==> config.mk <==
export PLATFORM = sky130hd
export DESIGN_NAME = cpu_multicycle
export DESIGN_NICKNAME = d
export VERILOG_FILES = /design/src/rtl/cpu_multicycle.sv
export SDC_FILE = /design/constraint.sdc
export NUM_CORES = 1
export LEC_CHECK = 0
export CELL_PAD_IN_SITES_DETAIL_PLACEMENT = 1
export CELL_PAD_IN_SITES_GLOBAL_PLACEMENT = 1
export CORE_AREA = 2 2 109 217
export DETAILED_ROUTE_END_ITERATION = 6
export DIE_AREA = 0 0 111 219
export PLACE_DENSITY = 0.83
export SYNTH_ARGS = -nofsm -noshare
export SYNTH_HDL_FRONTEND = slang
export SYNTH_SLANG_ARGS = --single-unit
export TNS_END_PERCENT = 5
==> constraint.sdc <==
create_clock -name clk -period 3.9 [get_ports clk]
set_input_delay 0.78 -clock clk [delete_from_list [all_inputs] [get_ports clk]]
set_output_delay 0.78 -clock clk [all_outputs]
set_load 0.02 [all_outputs]
==> src/rtl/cpu_multicycle.sv <==
// ============================================================================
// Module : cpu_multicycle
// Desc   : Parametrised multicycle CPU core with Z/C flags, relative branches,
//          HALT and req/ack handshakes to instruction and data memories.
// Rev    : 1.0  initial release
// ============================================================================
`default_nettype none

module cpu_multicycle #(
    parameter int DW   = 16,
    parameter int NREG = 4,
    parameter int AW   = 16
) (
    input  logic          clk,
    input  logic          reset,
    output logic          imem_req,
    output logic [AW-1:0] imem_addr,
    input  logic [15:0]   imem_rdata,
    input  logic          imem_ack,
    output logic          dmem_req,
    output logic          dmem_we,
    output logic [AW-1:0] dmem_addr,
    output logic [DW-1:0] dmem_wdata,
    input  logic [DW-1:0] dmem_rdata,
    input  logic          dmem_ack,
    output logic [AW-1:0] o_ip,
    output logic [15:0]   o_ir,
    output logic [DW-1:0] o_reg0,
    output logic [1:0]    o_flags,
    output logic [1:0]    o_state,
    output logic          halted
);

    localparam int IW = (NREG > 1) ? $clog2(NREG) : 1;

    localparam logic [3:0] c_OP_LDI  = 4'h1;
    localparam logic [3:0] c_OP_MOV  = 4'h2;
    localparam logic [3:0] c_OP_ADD  = 4'h3;
    localparam logic [3:0] c_OP_SUB  = 4'h4;
    localparam logic [3:0] c_OP_AND  = 4'h5;
    localparam logic [3:0] c_OP_OR   = 4'h6;
    localparam logic [3:0] c_OP_XOR  = 4'h7;
    localparam logic [3:0] c_OP_SHL  = 4'h8;
    localparam logic [3:0] c_OP_SHR  = 4'h9;
    localparam logic [3:0] c_OP_LD   = 4'hA;
    localparam logic [3:0] c_OP_ST   = 4'hB;
    localparam logic [3:0] c_OP_JZ   = 4'hC;
    localparam logic [3:0] c_OP_JC   = 4'hD;
    localparam logic [3:0] c_OP_JMP  = 4'hE;
    localparam logic [3:0] c_OP_HALT = 4'hF;

    typedef enum logic [1:0] {
        S_FETCH = 2'd0,
        S_EXEC  = 2'd1,
        S_MEM   = 2'd2,
        S_HALT  = 2'd3
    } state_t;

    state_t        state_q;
    logic [AW-1:0] ip_q;
    logic [15:0]   ir_q;
    logic          c_q;
    logic          z_q;
    logic [DW-1:0] rf_q [NREG];

    logic [3:0]    op;
    logic [IW-1:0] rd;
    logic [IW-1:0] rs;
    logic [DW-1:0] a;
    logic [DW-1:0] b;
    logic [DW-1:0] res_d;
    logic          c_d;
    logic          z_d;
    logic [AW-1:0] br_target;

    assign op = ir_q[15:12];
    assign rd = ir_q[8 +: IW];
    assign rs = ir_q[4 +: IW];
    assign a  = rf_q[rd];
    assign b  = rf_q[rs];

    // ip already points past the branch, so the target is ip + sext(imm8)
    assign br_target = ip_q + AW'($signed(ir_q[7:0]));

    always_comb begin
        res_d = a;
        c_d   = 1'b0;
        case (op)
            c_OP_ADD: {c_d, res_d} = {1'b0, a} + {1'b0, b};
            c_OP_SUB: {c_d, res_d} = {1'b0, a} - {1'b0, b};
            c_OP_AND: res_d = a & b;
            c_OP_OR:  res_d = a | b;
            c_OP_XOR: res_d = a ^ b;
            c_OP_SHL: {c_d, res_d} = {a, 1'b0};
            c_OP_SHR: {res_d, c_d} = {1'b0, a};
            default:  res_d = a;
        endcase
        z_d = (res_d == '0);
    end

    always_ff @(posedge clk) begin
        if (reset) begin
            state_q <= S_FETCH;
            ip_q    <= '0;
            ir_q    <= '0;
            c_q     <= 1'b0;
            z_q     <= 1'b0;
            for (int i = 0; i < NREG; i++) begin
                rf_q[i] <= '0;
            end
        end else begin
            case (state_q)
                S_FETCH: begin
                    if (imem_ack) begin
                        ir_q    <= imem_rdata;
                        ip_q    <= ip_q + AW'(1);
                        state_q <= S_EXEC;
                    end
                end
                S_EXEC: begin
                    state_q <= S_FETCH;
                    case (op)
                        c_OP_LDI: rf_q[rd] <= DW'(ir_q[7:0]);
                        c_OP_MOV: rf_q[rd] <= b;
                        c_OP_ADD, c_OP_SUB, c_OP_AND, c_OP_OR,
                        c_OP_XOR, c_OP_SHL, c_OP_SHR: begin
                            rf_q[rd] <= res_d;
                            c_q      <= c_d;
                            z_q      <= z_d;
                        end
                        c_OP_LD, c_OP_ST: state_q <= S_MEM;
                        c_OP_JZ: if (z_q) ip_q <= br_target;
                        c_OP_JC: if (c_q) ip_q <= br_target;
                        c_OP_JMP: ip_q <= br_target;
                        c_OP_HALT: state_q <= S_HALT;
                        default: state_q <= S_FETCH;
                    endcase
                end
                S_MEM: begin
                    if (dmem_ack) begin
                        if (op == c_OP_LD) begin
                            rf_q[rd] <= dmem_rdata;
                        end
                        state_q <= S_FETCH;
                    end
                end
                S_HALT: state_q <= S_HALT;
                default: state_q <= S_FETCH;
            endcase
        end
    end

    // Requests decode the registered state; address and data come from
    // registers that cannot change until the access completes.
    assign imem_req   = (state_q == S_FETCH);
    assign imem_addr  = ip_q;
    assign dmem_req   = (state_q == S_MEM);
    assign dmem_we    = (state_q == S_MEM) && (op == c_OP_ST);
    assign dmem_addr  = AW'(b);
    assign dmem_wdata = a;

    assign o_ip    = ip_q;
    assign o_ir    = ir_q;
    assign o_reg0  = rf_q[0];
    assign o_flags = {c_q, z_q};
    assign o_state = state_q;
    assign halted  = (state_q == S_HALT);

endmodule

`default_nettype wire

=== Yosys cells after proc, flatten, opt, wreduce, memory -nomap -nowiden ===
Memory sizes are Yosys's and may differ from the RTL's. A register that Yosys moved wholly into a read port is not among the register bits.
Index checks and enable logic that the tools add are counted.

* Bits of input ports: 36
* Bits in registers: 36
* Logic and storage cells: 90
* Memories kept: 1
* Memory bits (writable): 64

{| class="wikitable"
|+ Memories
! memory !! depth !! width !! read ports !! clocked after memory_dff !! write ports !! line !! RTL
|-
| rf_q || 4 || 16 || 3 || 2 || 4 || 64 || <nowiki>logic [DW-1:0] rf_q [NREG];</nowiki>
|}

* Multiplexer cells: 40
* Eq/ne operators: 23
* Reduce and logical (&&, ||, !) cells: 11
* Bitwise gates (word level): 6
* Add/subtract/negate cells: 4

{| class="wikitable"
|+ Operators with widths
! operator !! count
|-
| 16-bit two-way mux || 7
|-
| 16-bit case mux with 7 select lines || 1
|-
| 16-bit case mux with 3 select lines || 1
|-
| 4-bit equality test, second input constant || 8
|-
| 16-bit case mux with 2 select lines || 1
|-
| 1-bit two-way mux || 20
|-
| 16-bit by 16-bit adder with 17-bit output || 1
|-
| 16-bit by 16-bit subtractor with 17-bit output || 1
|-
| 16-bit by 1-bit adder with 16-bit output, second input constant || 1
|-
| 16-bit adder || 1
|-
| 16-bit bitwise AND || 1
|-
| 4-bit by 3-bit equality test with 1-bit output, second input constant || 4
|-
| 16-bit logical NOT || 1
|-
| 16-bit bitwise OR || 1
|-
| 16-bit OR reduction || 1
|-
| 16-bit bitwise XOR || 1
|-
| 2-bit two-way mux || 7
|-
| 4-bit by 2-bit equality test with 1-bit output, second input constant || 2
|-
| 2-bit case mux with 4 select lines || 1
|-
| 7-bit OR reduction || 1
|-
| 3-bit inequality test, second input constant || 2
|-
| 2-bit AND reduction || 3
|-
| 5-bit AND reduction || 1
|-
| 2-bit equality test, second input constant || 2
|-
| other kinds (11) || 14
|}

=== Longest topological paths before layout ===
* Word-level depth: 10
* Mapped depth: 16

=== Worst setup path after synthesis ===
Ideal clock, no wire load.

* Path kind: reg-to-reg
* Start point: register (tool-made name)
* End point: memory rf_q[0][8] (data pin)
* Setup time: 273 ps
* Data arrival time: 3741 ps
* Cell stages (with the launch flop): 15
* Slack: -114 ps
* Path buffers: 3
* Path through: dfxtp_1 -> clkbuf_1 -> buf_2 -> mux4_2 -> inv_1 -> ha_1 -> clkbuf_2 -> nor2b_1 -> o31ai_4 -> a21oi_1 -> o41a_1 -> a221oi_1 -> o21ai_1 -> a222oi_1 -> nor2_1

{| class="wikitable"
|+ RTL lines
! element !! line
|-
| end: declaration || 64
|}

==> impl_metrics.ini <==
[detailed_routing]
drt-initial-drc-count = 488
post_drt_wl_per_cell_microns = 24.0
drcViolationCount = 0
vias_per_cell = 6.06
drtPass1Iterations = 5
vias = 8267
wl_microns = 32800
drtAntennaViolNets = 0

[timing]
fin_crit_sh_pct = 98.5
tightest_slew_ns = 1.00
rsz0062_at_grt = yes
finClkSkew_ns = 0.0118
period_minus_slack_ns = 3.84
timing.slew.headroom_pct = 33.3
fmaxAchievable_mhz = 260
slew_violations = 0
hold_violations = 0
setup_viol = 0

[finish]
antenna_cells = 0
fin_cells = 1364
final_core_util_pct = 47.8
synthToLayoutAreaGrowth_pct = 27.1
nNetsFinal = 1183
layout-drive-gt1-share_pct = 14.9

[logic_synthesis]
synthSimpleGateAreaFrac_pct = 15.9
synth_compound_area_share_pct = 21.1
synth_mux_area_share_pct = 11.7
yosysWarningCount = 0
syn_area_sq_um = 8480
syn_area_per_cell_sq_um = 9.11
synth-xor-area-share_pct = 1.03
synthTopCellsByArea = edfxtp_1 23%, ha_1 9.6%, dfxtp_1 9.4%
seq_area_frac_synth_pct = 32.1
yosys.area.top_type_share_pct = 22.7
synth_ff_type = edfxtp_1
synth_edf_count = 64
yosysTopAreaCell = edfxtp_1
ys_seq_elements = 104
async_flop_share_pct = 0
synthesis.nets = 1035
yosysUniqueCellTypes = 79
synth_top_family_by_area = compound AO/OA/AOI/OAI gates
syn_inst = 931
synth_fa_ha_area_share_pct = 10.3

[placement]
portBuffers = 139
dp_cells = 1347
gp_congestion = 0.966
hpwl_microns = 26100

[critical_path]
crit_path_start_kind = register
worst-path-max-fanout = 8
cp.required_ns = 4.00
critPathKind = register to register
cp-end-kind = register
critPathArrivalTime_ns = 3.94
rrSetupSlack_ns = 0.06

[global_route]
grt_max_degree = 38
grt_pass1_wl_microns = 50200
grt-ovfl-total = 0
grt_use_total_pct = 26.6
antenna_found_initial = 0
grt_pass1_vias = 9012

[clock_tree]
worstSkewPairLatency_ns = 0.36
clock-sinks = 104
numCtsBuffers = 9
clkTransAtPathRegs_ns = 0.08
cts-root-buf = clkbuf_16
cts_max_path_buffers = 2
tritoncts = yes
h-tree-depth = 3

[power_and_ir_drop]
p_int_mw = 2.15
power_frac_seq_pct = 37.7
p_per_area_nw_per_um2 = 310
p_leak_nw = 4.22
combinationalPowerShare_pct = 36.2
p_total_mw = 3.34
clock_power_share_pct = 26.1
p_sw_share_pct = 35.5
p_switching_mw = 1.19
peakVddDrop_mv = 0.353

[floorplanning]
fp-row-count = 78
dieArea_sq_um = 24300
coreArea_sq_um = 22500
die_w_microns = 111
initial_core_util_pct = 37.6
die_y_microns = 219
ios = 140

[run_status]
status = finished, final reports clean

[worst_hold_path]
hold_path_class = register to register

[flow_run]
drv_cap = 0
path summary, 6_finish.rpt:
check,cells past startpoint,startpoint,to
max,13,register,rf_q[0][8]
min,2,o_ir[11],o_ir[11]
max reg2reg,13,register,rf_q[0][8]
min reg2reg,2,o_ir[11],o_ir[11]
logic make-up after synthesis:
kind of cell	count (synthesis)
simple gates	290
compound gates	253
buf+inv	148
flops	104
fa+ha+maj	68
mux	58
xor+xnor	10
layout by cell type (no fill, tap or decap), drive strengths merged, types with 7 or more instances in the layout:
cell type / netlist / layout
a22oi: 17 / 17
nor2: 101 / 101
o21a: 7 / 7
a221oi: 7 / 7
o21bai: 7 / 7
nor2b: 14 / 14
mux2i: 25 / 25
clkbuf: 39 / 10
and2: 13 / 13
dfxtp: 40 / 40
a211oi: 13 / 13
nand2: 84 / 84
inv: 70 / 74
nand2b: 13 / 13
o21ai: 32 / 32
ha: 65 / 65
buf: 39 / 76
a21o: 10 / 10
edfxtp: 64 / 64
mux4: 32 / 32
o22a: 7 / 7
a21oi: 74 / 74
nor3: 18 / 18
o31ai: 7 / 7
o22ai: 10 / 10
nand3: 14 / 14
clkdlybuf4s50: 0 / 139
routing by layer:
layer | share of wire (%) | vias up | global-route usage [%] | routed length, microns
met1 | 33 | 4131 | 24.7 | 10900
met5 | 0 | - | 0 | 0
met3 | 3.7 | 140 | 3.56 | 1210
met2 | 55 | 300 | 52.0 | 18200
li1 | - | 3696 | - | -
met4 | 7.7 | 0 | 19.5 | 2530
layout make-up:
class                   count  area, sq um
well taps                 280          350
inverters                  70          265
multi-input cells         679         5180
fillers                  2606        11800
clock inverters             6         50.0
flip-flops and latches    104         2730
clock buffers              10          229
repair buffers            215         1980
worst max-delay path, cell delays in order, from the launching register on:
cell and delay [ns]:
dfxtp_1 0.38, buf_4 0.18, mux4_2 0.59, inv_1 0.12, ha_1 0.33, nor2b_1 0.23
o31ai_4 0.37, a21oi_2 0.14, o41a_1 0.38, a221oi_2 0.23, o21ai_1 0.11, a222oi_1 0.24
buf_4 0.20, nor2_1 0.06
power by group through the flow:
stage,logic (mW),clock network (mW),registers [mW]
after detailed placement,1.16,0,1.28
after floorplan,0.675,0,1.28
after CTS,1.17,0.890,1.26
after global routing,1.29,0.918,1.26
after global placement,1.14,0,1.28
final,1.21,0.872,1.26
synth_stat cells (5+ instances only):
master    instances
o31a_1            6
o22a_1            7
and2_1           13
nor3_1           18
a21o_1           10
o21bai_1          7
a22oi_1          17
o21ai_0          30
buf_2            18
a22o_1            6
nand2_1          84
buf_4            18
o211ai_1          6
nor2b_1          14
nand3b_1          6
dfxtp_1          40
edfxtp_1         64
o31ai_1           5
a21oi_1          72
o22ai_1          10
xor2_1            6
mux4_2           29
ha_1             65
mux2i_1          25
or3_1             6
inv_1            70
nand2b_1         13
o21a_1            7
nor2_1          100
a211oi_1         12
nand3_1          14
nand4_1           5
clkbuf_1         36
a221oi_1          7
state kept, by name (all words and copies together), names as in the netlist, named ones only:
name,flops
rf_q,64
z_q,1
o_state,2
c_q,1
o_ir,16
imem_addr,16
through the flow:
step | hold slack (ns) | worst slack (ns) | setup TNS [ns] | cell area, sq um
after floorplan | 0.438 | 0.0782 | 0 | 8490
after global placement | 0.447 | -0.0580 | -0.218 | 10400
after detailed placement | 0.452 | -0.192 | -2.08 | 10400
after CTS | 0.463 | 0.0620 | 0 | 10700
after global routing | 0.501 | -0.0701 | -0.411 | 10800
final | 0.465 | 0.0603 | 0 | 10800
timing repair:
item / in CTS / in global routing
setup buffers: 1 / 0
hold buffers: 0 / 0
pin swaps: 1 / 4
cloned: 0 / 0
setup endpoints to repair: 40 / 47
resized for setup: 6 / 26
Note: power is estimated with default switching activity, not from simulation.
